`src/rtl/rv32v_types_pkg.sv`:
```
// Shared vector-unit types: lane geometry, element width, and the writeback beat record
// carried from the execute/memory stages to the register-file write port.
package rv32v_types_pkg;

  localparam int NUM_LANES = 2;
  localparam int VL_WIDTH  = 5;

  typedef logic [31:0]         word_t;
  typedef logic [VL_WIDTH-1:0] offset_t;
  typedef logic [VL_WIDTH:0]   vl_t;

  typedef enum logic [1:0] {
    SEW_8  = 2'd0,
    SEW_16 = 2'd1,
    SEW_32 = 2'd2,
    SEW_64 = 2'd3
  } sew_t;

  typedef enum logic {
    IDLE   = 1'b0,
    ACTIVE = 1'b1
  } wb_state_t;

  typedef struct packed {
    word_t [NUM_LANES-1:0] data;
    logic  [NUM_LANES-1:0] lane_en;
    logic  [4:0]           vd;
    sew_t                  eew;
    vl_t                   vl;
    logic                  single_bit;
    logic                  first;
  } wb_beat_t;

endpackage

```
`src/rtl/rv32v_wb_fifo.sv`:
```
// Synchronous FIFO of writeback beats with full/empty flags and occupancy count.
// A push while full is accepted only when a pop frees the head slot in the same cycle.
module rv32v_wb_fifo
  import rv32v_types_pkg::*;
#(
  parameter int  DEPTH = 4,
  parameter type T     = wb_beat_t
) (
  input  logic                     CLK,
  input  logic                     RST,
  input  logic                     clear,
  input  logic                     push,
  input  T                         push_data,
  input  logic                     pop,
  output T                         pop_data,
  output logic                     full,
  output logic                     empty,
  output logic [$clog2(DEPTH):0]   count
);

  localparam int AW = $clog2(DEPTH);

  T               mem [DEPTH];
  logic [AW-1:0]  wr_ptr;
  logic [AW-1:0]  rd_ptr;
  logic           wr_en;
  logic           rd_en;

  assign full     = (count == (AW+1)'(DEPTH));
  assign empty    = (count == '0);
  assign rd_en    = pop & ~empty & ~clear;
  assign wr_en    = push & (~full | rd_en) & ~clear;
  assign pop_data = mem[rd_ptr];

  always_ff @(posedge CLK) begin
    if (wr_en) mem[wr_ptr] <= push_data;
  end

  always_ff @(posedge CLK) begin
    if (RST || clear) begin
      wr_ptr <= '0;
      rd_ptr <= '0;
      count  <= '0;
    end else begin
      if (wr_en) wr_ptr <= wr_ptr + 1'b1;
      if (rd_en) rd_ptr <= rd_ptr + 1'b1;
      case ({wr_en, rd_en})
        2'b10:   count <= count + 1'b1;
        2'b01:   count <= count - 1'b1;
        default: count <= count;
      endcase
    end
  end

endmodule

```
`src/rtl/rv32v_wb_sequencer.sv`:
```
// Vector RF writeback sequencer: buffers lane-result beats, tracks the element offset
// within an instruction, masks tail/inactive lanes and pulses done on the last write.
module rv32v_wb_sequencer
  import rv32v_types_pkg::*;
#(
  parameter int FIFO_DEPTH = 4
) (
  input  logic                      CLK,
  input  logic                      RST,
  input  logic                      in_valid,
  output logic                      in_ready,
  input  logic                      in_first,
  input  logic [NUM_LANES*32-1:0]   in_data,
  input  logic [NUM_LANES-1:0]      in_lane_en,
  input  logic [4:0]                in_vd,
  input  sew_t                      in_eew,
  input  vl_t                       in_vl,
  input  logic                      in_single_bit,
  input  logic                      stall,
  input  logic                      flush,
  output logic [NUM_LANES*32-1:0]   w_data,
  output logic [4:0]                vd,
  output logic [NUM_LANES-1:0]      wen,
  output offset_t                   vd_offset,
  output sew_t                      eew,
  output vl_t                       vl,
  output logic                      single_bit_write,
  output logic                      done,
  output logic                      proto_err
);

  localparam int CW = $clog2(FIFO_DEPTH) + 1;

  wb_state_t             state;
  vl_t                   offset;
  wb_beat_t              push_beat;
  wb_beat_t              head;
  logic                  fifo_full;
  logic                  fifo_empty;
  logic [CW-1:0]         fifo_count;
  logic                  push;
  logic                  pop;

  logic                  restart;
  logic                  bad_seq;
  logic                  last;
  vl_t                   base;
  vl_t                   next_base;
  logic [NUM_LANES-1:0]  beat_wen;

  assign in_ready = ~fifo_full;
  assign push     = in_valid & in_ready & ~flush;
  assign pop      = ~fifo_empty & ~stall & ~flush;

  always_comb begin
    push_beat            = '0;
    push_beat.data       = in_data;
    push_beat.lane_en    = in_lane_en;
    push_beat.vd         = in_vd;
    push_beat.eew        = in_eew;
    push_beat.vl         = in_vl;
    push_beat.single_bit = in_single_bit;
    push_beat.first      = in_first;
  end

  rv32v_wb_fifo #(
    .DEPTH (FIFO_DEPTH),
    .T     (wb_beat_t)
  ) u_fifo (
    .CLK       (CLK),
    .RST       (RST),
    .clear     (flush),
    .push      (push),
    .push_data (push_beat),
    .pop       (pop),
    .pop_data  (head),
    .full      (fifo_full),
    .empty     (fifo_empty),
    .count     (fifo_count)
  );

  // A non-first beat arriving while idle is treated as if it started a new instruction.
  always_comb begin
    restart   = head.first | (state == IDLE);
    bad_seq   = head.first == (state == ACTIVE);
    base      = restart ? '0 : offset;
    next_base = base + vl_t'(NUM_LANES);
    last      = (next_base >= head.vl);
    beat_wen  = '0;
    for (int i = 0; i < NUM_LANES; i++) begin
      beat_wen[i] = head.lane_en[i] & ((base + vl_t'(i)) < head.vl);
    end
  end

  always_ff @(posedge CLK) begin
    if (RST) begin
      state            <= IDLE;
      offset           <= '0;
      w_data           <= '0;
      vd               <= '0;
      wen              <= '0;
      vd_offset        <= '0;
      eew              <= SEW_8;
      vl               <= '0;
      single_bit_write <= 1'b0;
      done             <= 1'b0;
      proto_err        <= 1'b0;
    end else if (flush) begin
      state  <= IDLE;
      offset <= '0;
      wen    <= '0;
      done   <= 1'b0;
    end else if (pop) begin
      w_data           <= head.data;
      vd               <= head.vd;
      eew              <= head.eew;
      vl               <= head.vl;
      single_bit_write <= head.single_bit;
      wen              <= beat_wen;
      vd_offset        <= base[VL_WIDTH-1:0];
      done             <= last;
      state            <= last ? IDLE : ACTIVE;
      offset           <= last ? '0 : next_base;
      if (bad_seq) proto_err <= 1'b1;
    end else begin
      wen  <= '0;
      done <= 1'b0;
    end
  end

  always_ff @(posedge CLK) begin
    if (!RST) assert (fifo_count <= CW'(FIFO_DEPTH));
  end

endmodule

```
`config.mk`:
```
export PLATFORM = sky130hd
export DESIGN_NAME = rv32v_wb_sequencer
export DESIGN_NICKNAME = d
export VERILOG_FILES = /design/src/rtl/rv32v_types_pkg.sv /design/src/rtl/rv32v_wb_fifo.sv /design/src/rtl/rv32v_wb_sequencer.sv
export SDC_FILE = /design/constraint.sdc
export NUM_CORES = 1
export LEC_CHECK = 0
export ABC_CLOCK_PERIOD_IN_PS = 8500
export BUFFER_PORTS_ARGS = -buffer_cell sky130_fd_sc_hd__buf_4
export CAP_MARGIN = 20
export CORE_MARGIN = 2
export CORE_UTILIZATION = 62
export DETAILED_ROUTE_END_ITERATION = 16
export PLACE_DENSITY = 0.91
export REMOVE_ABC_BUFFERS = 1
export SYNTH_ARGS = -nofsm -noshare
export SYNTH_HDL_FRONTEND = slang
export SYNTH_SLANG_ARGS = --single-unit
```
`constraint.sdc`:
```
create_clock -name CLK -period 8.5 [get_ports CLK]
set_clock_uncertainty 0.15 [all_clocks]
set_input_delay 1.7 -clock CLK [delete_from_list [all_inputs] [get_ports CLK]]
set_output_delay 1.7 -clock CLK [all_outputs]
set_load 0.005 [all_outputs]
```
==> impl_metrics.csv <==
group,metric,value,unit
setup_path,crit_start,"flush",
timing,tns,0,ns
logic_synthesis,synth_ff_type,"edfxtp_1",
clock_network,htreeDepth,2,
layout,postLayoutCoreUtil,74.6,%
placed_design,place_inst,1415,
setup_path,reg2reg_depth,13,
routing,drc,0,
placed_design,place.gp.congestion,0.814,
routing,drtAntennaViolNets,0,
setup_path,crit_end,"u_fifo.count[2]$_SDFFE_PP0P_",
routing,vias_per_cell,5.89,
grt,grt_start_max_net_pins,93,
clock_network,clkLatencyLatePin,0.54,ns
routing,drt_iter0_markers,808,
run_status,status,"completed",
die,dieArea,26900,um2
layout,layout.cells.non_filler,1492,
timing,setup_violations,0,
timing,period_share,52.8,%
grt,grt_overflow,0,
die,fp-row-count,58,
logic_synthesis,ys.warnings.count,0,
clock_network,cts_tree,"built",
placed_design,hpwl,18500,um
grt,grt_antenna_before_repair,0,
routing,dr.pass1.iters,5,
min_path,holdCritPathClass,"reg2reg",
clock_network,path_clk_slew,0.06,ns
layout,diodes,0,
routing,drt_wl_total,32700,um
logic_synthesis,netlist_area,15800,um2
timing,relSlewSlack,25.6,%
logic_synthesis,avgSynthCellArea,16.6,um2
min_path,hold_path_depth,2,
clock_network,cts.sinks,427,
timing,hold_viol_final,0,
pwr,leakagePower,6.40,nW
timing,period_minus_slack,4.49,ns
setup_path,worst-setup-path-type,"in2reg",
die,die_w,164,um
logic_synthesis,netlist_instances,954,
clock_network,clk_path_buf_depth,3,
logic_synthesis,synth_seq_area_share,74.4,%
die,core_area,25100,um2
clock_network,cts_resized,0,
die,top_level_ports,174,
timing,drv_slew,0,
die,die-height,164,um
clock_network,cts_setup_buffers,0,
logic_synthesis,ys_seq_elements,427,
die,start_util,63.1,%
grt,grt_pass1_vias,9160,
pwr,max-vdd-ir-drop,183,uV
logic_synthesis,synth_edf_count,324,
pwr,powerDensity,221,nW/um2
timing,tightest_slew,1.12,ns
logic_synthesis,async_reset_ff_share,0,%
grt,grt_pass1_wl,50200,um
routing,wl_per_cell,21.9,um
setup_path,cp_max_fo,90,
layout,synthToLayoutAreaGrowth,18.3,%
placed_design,port-buffer-count,173,
layout,layout-drive-gt1-share,28.4,%
setup_path,startpoint_type,"input port",
clock_network,holdBufCountCts,0,
setup_path,rrSetupSlack,4.44,ns
routing,num_vias,8793,
clock_network,cts_buffers,42,
setup_path,end_kind,"flop",
layout,fin_nets,1240,
timing,rsz0062_at_grt,"no",
timing,fmax,0.223,GHz
setup_path,r2r_end,"offset[3]$_SDFFE_PP0N_",
logic_synthesis,synthDistinctLibCells,35,
setup_path,required,8.81,ns
clock_network,root_buffer,"clkbuf_16",
job,drv_cap,0,
grt,grt_usage,24.9,%
setup_path,worstPathArrival,4.80,ns
==> worst max-delay path, stage by stage <==
cell      delay [ns]
buf_4           0.12
or3_4           0.37
buf_4           0.45
clkinv_2        0.11
buf_4           0.43
buf_16          0.31
ha_1            0.23
inv_1           0.06
fa_1            0.37
xor2_1          0.16
or3_1           0.31
a21oi_1         0.15
==> routing by layer <==
layer	global-route usage, %	up-vias	share of wire (%)
li1	-	3927	-
met1	33.0	4472	39
met2	42.3	336	52
met3	5.03	58	7.1
met4	7.70	0	2.2
met5	0	-	0
==> cell type report <==
cell class / instances / area, um2
multi-input cells: 456 / 3770
flip-flops and latches: 427 / 11800
inverters: 19 / 72.6
fillers: 1465 / 6370
clock inverters: 15 / 114
well taps: 330 / 413
clock buffers: 60 / 1150
repair buffers: 185 / 1430
==> kinds of logic after synthesis <==
| group | share of synthesized area (%) |
|---|---|
| AND/OR/NAND/NOR | 5.91 |
| flip-flops | 74.4 |
| adder cells (fa/ha/maj) | 1.86 |
| XOR/XNOR | 0.719 |
| buffers and inverters | 1.90 |
| AO/OA/AOI/OAI | 3.66 |
| multiplexers | 11.5 |
==> registers in the layout, indices dropped and copies added (netlist names), named ones only <==
name and count:
vl 6, eew 2, done 1, vd 5
offset 6, proto_err 1, u_fifo.rd_ptr 2, state 1
u_fifo.mem 324, u_fifo.count 3, u_fifo.wr_ptr 2, single_bit_write 1
vd_offset 5, wen 2, w_data 64
==> metrics by stage <==
stage	setup slack (ns)	instance area (um2)	hold slack (ns)	total power [mW]
2_1_floorplan	2.21	15600	0.295	2.38
3_3_place_gp	3.32	17400	0.292	2.45
3_5_place_dp	3.25	17400	0.297	2.46
4_1_cts	3.81	18700	0.305	4.16
5_1_grt	3.81	18700	0.329	4.24
6_report	4.01	18700	0.304	4.14
==> cells in the final DEF (no fill, tap or decap), types with 3 or more instances in the layout <==
| cell type | count |
|---|---|
| nor2b_1 | 3 |
| clkinv_1 | 6 |
| and2_1 | 6 |
| nor2_1 | 17 |
| nand2_1 | 178 |
| mux4_2 | 81 |
| inv_1 | 18 |
| xor2_1 | 4 |
| buf_4 | 183 |
| dfxtp_1 | 101 |
| o21ai_0 | 4 |
| clkbuf_1 | 16 |
| nand3_1 | 11 |
| edfxtp_1 | 324 |
| ha_1 | 22 |
| and2_4 | 4 |
| clkinv_2 | 6 |
| a21oi_1 | 94 |
| xnor2_1 | 9 |
| clkbuf_16 | 43 |
==> Yosys cell counts (all sizes together), types with 4 or more instances <==
cell type,instances,area (um2)
nand3,11,55.1
inv,19,71.3
mux4,81,1820
a21oi,94,470
edfxtp,324,9730
clkbuf,26,97.6
nor2,17,63.8
ha,22,275
xnor2,9,78.8
dfxtp,103,2060
nand2,178,668
o21ai,6,30.0
xor2,4,35.0
buf,26,133
and2,10,62.6
==> where the power goes <==
group	switching, mW	internal [mW]
Sequential	0.0104	2.28
Clock	0.741	0.976
Combinational	0.0728	0.0590
==> worst min-delay path by stage <==
stage | startpoint | end | slack, ns
2_1_floorplan | state$_SDFFE_PP0N_ | state$_SDFFE_PP0N_ | 0.30
3_3_place_gp | vd_offset[3]$_SDFFE_PP0P_ | vd_offset[3]$_SDFFE_PP0P_ | 0.29
3_5_place_dp | w_data[36]$_SDFFE_PP0P_ | w_data[36]$_SDFFE_PP0P_ | 0.30
4_1_cts | w_data[36]$_SDFFE_PP0P_ | w_data[36]$_SDFFE_PP0P_ | 0.30
5_1_grt | w_data[29]$_SDFFE_PP0P_ | w_data[29]$_SDFFE_PP0P_ | 0.33
6_report | w_data[36]$_SDFFE_PP0P_ | w_data[36]$_SDFFE_PP0P_ | 0.30
Power figures use the tool's default switching activity.
